## config.mk

```make
export PLATFORM = sky130hd
export DESIGN_NAME = task10_storage_flat
export DESIGN_NICKNAME = d
export VERILOG_FILES = /design/src/rtl/task10_storage_if.sv /design/src/rtl/task10_storage.sv /design/src/flat_wrapper.sv
export SDC_FILE = /design/constraint.sdc
export NUM_CORES = 1
export LEC_CHECK = 0
export CORE_MARGIN = 2
export CORE_UTILIZATION = 40
export CTS_CLUSTER_DIAMETER = 80
export CTS_CLUSTER_SIZE = 28
export DETAILED_ROUTE_END_ITERATION = 10
export PLACE_DENSITY = 0.58
export SYNTH_ARGS = -nofsm -noshare
export SYNTH_HDL_FRONTEND = slang
export SYNTH_SLANG_ARGS = --single-unit
```

## constraint.sdc

```tcl
create_clock -name clk -period 3.7 [get_ports clk]
set_clock_uncertainty 0.15 [all_clocks]
set_input_delay 0.925 -clock clk [delete_from_list [all_inputs] [get_ports clk]]
set_output_delay 0.925 -clock clk [all_outputs]
set_load 0.02 [all_outputs]
```

## src/rtl/task10_storage_if.sv

```systemverilog
// Board-side bus of the register-file storage block: key, switches and LED readback.
interface task10_storage_if;
    logic       key1_write;
    logic [2:0] sw_addr;
    logic [7:0] sw_value;
    logic [7:0] ledr_indic;

    modport master (output key1_write, output sw_addr, output sw_value, input ledr_indic);
    modport slave  (input key1_write, input sw_addr, input sw_value, output ledr_indic);
endinterface

```

## src/rtl/task10_storage.sv

```systemverilog
// 8x8 register file written from switches on a key press, continuously displayed on LEDs.
module task10_storage (
    input  logic             clk,
    input  logic             key0_rst,
    task10_storage_if.slave  bus
);
    logic       key_s1, key_s2, k3;
    logic [2:0] addr_s1, addr_s2;
    logic [7:0] value_s1, value_s2;
    logic [7:0] mem [8];
    logic [7:0] ledr_q;
    logic       strobe;

    // Released-to-pressed edge of the synchronized, active-low key.
    assign strobe = !key_s2 && k3;

    assign bus.ledr_indic = ledr_q;

    // NOTE: non-blocking assignments keep every stage sampling its predecessor's
    // pre-edge value, which is what makes the chain a true two-flop synchronizer.
    always_ff @(posedge clk) begin
        if (key0_rst) begin
            key_s1   <= 1'b1;
            key_s2   <= 1'b1;
            k3       <= 1'b1;
            addr_s1  <= '0;
            addr_s2  <= '0;
            value_s1 <= '0;
            value_s2 <= '0;
            ledr_q   <= '0;
            // NOTE: the storage must read back as zero after reset, so it lives in
            // flops rather than a RAM macro and every entry is cleared here.
            for (int i = 0; i < 8; i++) mem[i] <= '0;
        end else begin
            key_s1   <= bus.key1_write;
            key_s2   <= key_s1;
            k3       <= key_s2;
            addr_s1  <= bus.sw_addr;
            addr_s2  <= addr_s1;
            value_s1 <= bus.sw_value;
            value_s2 <= value_s1;
            if (strobe) mem[addr_s2] <= value_s2;
            // Write-first: the strobe always targets addr_s2, the displayed location.
            ledr_q <= strobe ? value_s2 : mem[addr_s2];
        end
    end
endmodule

```

## src/flat_wrapper.sv

```systemverilog
// flat-port wrapper written by rule: the top's interface ports become plain ports
module task10_storage_flat 
  (clk, key0_rst, bus_key1_write, bus_sw_addr, bus_sw_value, bus_ledr_indic);
  task10_storage_if bus_i ();
  input  logic clk;
  input  logic key0_rst;
  input wire logic [$bits(bus_i.key1_write)-1:0] bus_key1_write;
  input wire logic [$bits(bus_i.sw_addr)-1:0] bus_sw_addr;
  input wire logic [$bits(bus_i.sw_value)-1:0] bus_sw_value;
  output wire logic [$bits(bus_i.ledr_indic)-1:0] bus_ledr_indic;
  assign bus_i.key1_write = bus_key1_write;
  assign bus_i.sw_addr = bus_sw_addr;
  assign bus_i.sw_value = bus_sw_value;
  assign bus_ledr_indic = bus_i.ledr_indic;
  task10_storage u_core (.clk(clk), .key0_rst(key0_rst), .bus(bus_i));
endmodule
```

# After elaboration in Yosys (flattened, before gate mapping)

Memories as Yosys holds them, arrays and structs flattened. A register that Yosys moved wholly into a read port is not among the register bits.
Index checks and enable logic that the tools add are counted.

RAM bits: 64
Flip-flop bits (word level): 25
Memories: 1
Bits of input ports: 14

Memories:

| name       | words | bits a word | read ports | clocked after memory_dff | write ports | RTL line             | text |
|---|---|---|---|---|---|---|---|
| u_core.mem | 8     | 8           | 1          | 1                        | 8           | task10_storage.sv:10 | `logic [7:0] mem [8];` |

Multiplexer cells: 8
Reduce and logical (&&, ||, !) cells: 3

Operator list:

| operator           | count |
|---|---|
| 2-to-1 mux 8 bit   | 1 |
| OR reduction 8 bit | 1 |
| 2-to-1 mux 1 bit   | 6 |
| 2-to-1 mux 3 bit   | 1 |
| logical AND 1 bit  | 1 |
| logical NOT 1 bit  | 1 |

# Logic depth before layout (Yosys ltp)

Depth after elaboration: 7
Depth in mapped cells: 5
Mapped depth without buffers: 3

# Worst setup path after synthesis

Ideal clock, no wire load.

Path type: input to register
Start point: input port key0_rst
End point: memory u_core.mem[0][0] (enable)
Setup slack: 1.334 ns
Data required time: 3.241 ns
Arrival time: 1.906 ns
Library setup time: 0.309 ns
Stages on the path: 3
Path through: or4b_4 -> nor3_4 -> or2_2

RTL lines:

| element     | RTL line             | text |
|---|---|---|
| from (decl) | flat_wrapper.sv:6    | `input logic key0_rst;` |
| to (decl)   | task10_storage.sv:10 |  |

==> run summary <==
Final Worst Setup Slack: 1103 ps
Routed via count: 2172
Xor and xnor area share after synthesis: 0
Routed length per instance: 16.33 microns
Slowest-stage cell, CP: sky130_fd_sc_hd__or4b_4
Number of buffers inserted during clock tree synthesis: 9
Die width: 103.6 microns
Core region area: 0.009684 sq mm
Cells taking the most area after synthesis: sky130_fd_sc_hd__edfxtp_1 (48%), sky130_fd_sc_hd__dfxtp_1 (17%), sky130_fd_sc_hd__and2_1 (10%)
Slew at the pin closest to its max-slew limit: 599.0 ps
Clk sink count: 97
Share of the synthesized area in the top cell type: 0.4844
Root Driver: sky130_fd_sc_hd__clkbuf_8
Total gr overflow: 0
Post-layout nets: 329
Ratio of cells with drive above 1 in the final layout: 0.2188
I/O pins: 22
Main combinational cell family by area after synthesis: simple AND/OR/NAND/NOR gates
CTS tree: yes
Buffers on Ports: 21
Post-Synthesis Cells: 289
Number of global-route vias before repair: 2071
Flops & latches, synth: 97
Count of endpoints failing setup in the final report: 0
DP Worst Slack: 713.8 ps
Share of flip-flops with an asynchronous set or reset after synthesis: 0
Worst setup EP type: flop
Number of distinct standard cells referenced by the synthesized netlist: 23
Setup repair after global routing missed its margin: false
Summed negative setup slack over all endpoints: 0 ps
Worst endpoint required time: 3610 ps
FMAX: 385.0 MHz
Worst-case headroom to the max-slew limit: 0.6007
Routed via count divided by cell count: 4.795
Number of post-CTS setup repair buffers: 0
Total global routing track utilization: 0.1452
Synthesized-area fraction occupied by ao, oa, aoi and oai cells: 0.03784
Adder-Cell Fraction of Synth Area: 0
Crit Path Class: input port to flop
Cell types with the highest counts after synthesis: sky130_fd_sc_hd__and2_1 (65), sky130_fd_sc_hd__edfxtp_1 (64), sky130_fd_sc_hd__dfxtp_1 (33), sky130_fd_sc_hd__mux2_2 (31), sky130_fd_sc_hd__nor2b_1 (24)
Flip-flop cell with the highest count after synthesis: sky130_fd_sc_hd__edfxtp_1
Total inserted antenna cells: 0
Initial antenna violation count: 0
Net count after synthesis: 303
Most frequent cell after synthesis: sky130_fd_sc_hd__and2_1
Area fraction in and, or, nand and nor cells after synthesis: 0.2025
Mean cell area of the mapped netlist: 13.73 sq um
Worst Hold Class: flop to flop
Detailed Place HPWL: 5078 microns
Final Hold Vio Count: 0
VDD IR-drop max: 0.2264 mV
DIE AREA: 0.01073 sq mm
Clock latency on the worst-skew pair: 360 ps
H-tree levels: 3
Detailed Routing Iterations Pass 1: 5
Antenna-violating nets left: 0
Minimum clock period: 2597 ps
WP data arrival: 2510 ps
Maximum number of pins on one net before global-route repair: 38
EDFF count, synth: 64
Row cnt: 36
Multiplexer share of the synthesized area: 0.09082
Final period utilization: 0.7019
Biggest area consumer among synthesized cells: sky130_fd_sc_hd__edfxtp_1
Count of unresolved DRC violations after routing: 0
Clock-pin slew on the worst setup and hold paths: 90 ps
Netlist Area Pre-Place: 0.003968 sq mm
Slowest stage delay, CP: 600 ps
Status: complete, no violations
Starting Density: 0.4097
Initial DRC count: 133
Final Slew Violations: 0
Max cap viols: 0
Worst-case clock buffer depth: 2
Sequential-to-total area share from yosys stat: 0.6509
Global-route wire length before repair: 11530 microns
Post-CTS Hold Fix Bufs: 0
Highest fanout seen on the critical path: 9
Detailed Route WL: 7396 microns
CP Launch Type: input port
Chain of cells forming the critical path: clkdlybuf4s50_1 > or4b_4 > nor3_4 > or2_2
Die span in y: 103.6 microns
Static Leak: 1.634 nW
PD cells: 449.1 mW/mm^2
Gp weighted congestion: 0.8768
Yosys warning total: 0
Layout-stage area growth over the synthesis result: 14.19%
CTS resizes: 0
worst max-delay path: cells and delay by family:
family        cells  cell delay (ps)
simple gates      3             1110
buf+inv           1              470
sequential cells by signal, indices dropped and copies added, names as in the netlist:
register               cells
u_core.value_s1            8
u_core.value_s2            8
u_core.bus.ledr_indic      8
u_core.mem                64
u_core.k3                  1
u_core.addr_s1             3
u_core.addr_s2             3
u_core.key_s2              1
u_core.key_s1              1
worst paths after layout:
path                           from                       end  slack (ps)  cells after the start
setup / recovery           key0_rst          u_core.mem[0][1]        1100                      4
hold / removal        u_core.key_s1             u_core.key_s2         270                      1
setup reg to reg  u_core.addr_s2[0]  u_core.bus.ledr_indic[4]        1580                      4
hold reg to reg       u_core.key_s1             u_core.key_s2         270                      1
cell usage in the layout, fill, tap and decap left out, drive strengths merged:
cell           Yosys  final
and2              65     65
mux2              32     32
or4b               1      1
buf                5      7
a222oi             8      8
inv                0      4
edfxtp            64     64
clkbuf             8     11
nor3               2      2
a311oi             8      8
nand4bb            1      1
nand2b             3      3
nand2              9      9
nor2b             24     24
nor2              15     15
clkinvlp           0      1
dfxtp             33     33
or2               11     11
clkdlybuf4s50      0     21
per-stage QoR:
step / hold slack (ps) / area (sq um) / std cells / utilization / power, mW
finish: 267.6 / 4531 / 453 / 0.4678 / 2.035
global route: 280.9 / 4531 / 453 / 0.4678 / 2.109
CTS: 271.5 / 4531 / 453 / 0.4678 / 2.052
detailed placement: 247.9 / 4325 / 437 / 0.4466 / 1.377
global placement: 242.9 / 4325 / 437 / 0.4466 / 1.375
floorplan: 239.5 / 3968 / 289 / - / 1.317
layout make-up:
class | instances | area, sq um
multi-input cells | 179 | 1314
repair buffers | 28 | 262.8
clock buffers | 11 | 162.7
well taps | 133 | 166.4
fillers | 876 | 5154
flip-flops and latches | 97 | 2582
clock inverters | 5 | 42.54
where the power goes:
group,total [mW],switching (mW),leakage (nW),internal (mW)
combinational,0.130,0.0663,0.608,0.0641
sequential,1.22,0.0238,0.924,1.20
clock,0.685,0.371,0.102,0.313
layer usage:
layer	vias to the layer above	track usage	share of wire
li1	1073	-	-
met1	1035	0.1956	0.45
met2	58	0.2304	0.49
met3	6	0.04028	0.052
met4	0	0.04344	0.0088
met5	-	0	0
cell families after synthesis:
kind of cell / after synthesis
buffers and inverters: 13
AOI/OAI and AO/OA: 16
muxes: 32
and+or+nand+nor: 131
DFF: 97
Power figures use the tool's default switching activity.
==> RTL edit: new RTL, config.mk and constraints unchanged <==
`value_s1` and `value_s2` no longer have a reset.
--- a/src/rtl/task10_storage.sv
+++ b/src/rtl/task10_storage.sv
@@ -25,8 +25,6 @@
             k3       <= 1'b1;
             addr_s1  <= '0;
             addr_s2  <= '0;
-            value_s1 <= '0;
-            value_s2 <= '0;
             ledr_q   <= '0;
             // NOTE: the storage must read back as zero after reset, so it lives in
             // flops rather than a RAM macro and every entry is cleared here.
@@ -37,12 +35,15 @@
             k3       <= key_s2;
             addr_s1  <= bus.sw_addr;
             addr_s2  <= addr_s1;
-            value_s1 <= bus.sw_value;
-            value_s2 <= value_s1;
             if (strobe) mem[addr_s2] <= value_s2;
             // Write-first: the strobe always targets addr_s2, the displayed location.
             ledr_q <= strobe ? value_s2 : mem[addr_s2];
         end
     end
+
+    always_ff @(posedge clk) begin
+        value_s1 <= bus.sw_value;
+        value_s2 <= value_s1;
+    end
 endmodule
 
Behaviour: no difference found for any inputs over 10 cycles, from zero or initial values and one cycle with key0_rst high; that may be too few to reach the edited logic, so the function may still have changed.
==> RTL edit against the unedited design <==
- worst setup slack lost 80 ps
- cell area shrank 3.8%
- worst hold slack worse by 85 ps
- highest routed layer unchanged
- power decreased by 1.4%
- area after synthesis decreased by 3.1%
- wire length is 2.9% higher
- global-route usage up 1.6 points
- sequential cell count unchanged
==> RTL edit: results <==
set metrics [dict create \
    seq_share_pct 59.23 \
    wl_met2_um 3357 \
    numPlacedInstances 413 \
    nClkBuffers 9 \
    grt_pass1_vias 2024 \
    use_met2_pct 24.24 \
    place_congestion 0.7737 \
    worst_ep_arrival_time_ps 2590 \
    fin_nets 309 \
    synthesis.nets 285 \
    buffers 24 \
    comb_power_share_pct 6.1 \
    synth.yosys.seq_area_share_pct 67.17 \
    post-place-ws_ps 621.1 \
    multi_input_gates 163 \
    final_cells 429 \
    synthTopCellsByCount "and2_1 (65), edfxtp_1 (64), dfxtp_1 (33), mux2_2 (31), nor2_1 (12)" \
    syn_inst 271 \
    outcome "complete, no violations" \
    dp_hpwl_um 5122 \
    buf_share_pct 5.337 \
    area_growth_pct 13.41 \
    drt_iter0_markers 121 \
    synthTopCellsByArea "edfxtp_1 (50%), dfxtp_1 (17%), and2_1 (11%), mux2_2 (9.1%), a222oi_1 (2.1%)" \
    swShare_pct 24.39 \
    grtUsageMet3_pct 4.583 \
    placed_cell_area_um2 4175 \
    viasPerCell 4.890 \
]
==> RTL edit: cell families after synthesis <==
group / count (synthesis) / synth area share, %
simple gates: 115 / 17.90
flops: 97 / 67.17
compound gates: 16 / 3.905
buf+inv: 11 / 1.659
mux: 32 / 9.372
==> RTL edit: per-stage QoR <==
stage          hold WS, ps  total power [W]
2_1_floorplan        159.6         0.001315
3_3_place_gp         160.1         0.001377
3_5_place_dp         162.1         0.001378
4_1_cts              185.4         0.002016
5_1_grt              192.7         0.002081
6_report             183.1         0.002007
==> RTL edit: path summary, 6_finish.rpt <==
kind,start,to,slack (ps)
min reg2reg,u_core.value_s1[7],u_core.value_s2[7],180
max reg2reg,u_core.addr_s2[0],u_core.bus.ledr_indic[3],1570
max,key0_rst,u_core.mem[4][0],1020
min,u_core.value_s1[7],u_core.value_s2[7],180
==> RTL edit: worst max-delay path, cell delays in order <==
cell and delay, ps:
clkdlybuf4s50_1 460, nand4bb_1 330, nor3_1 540, or2_2 340
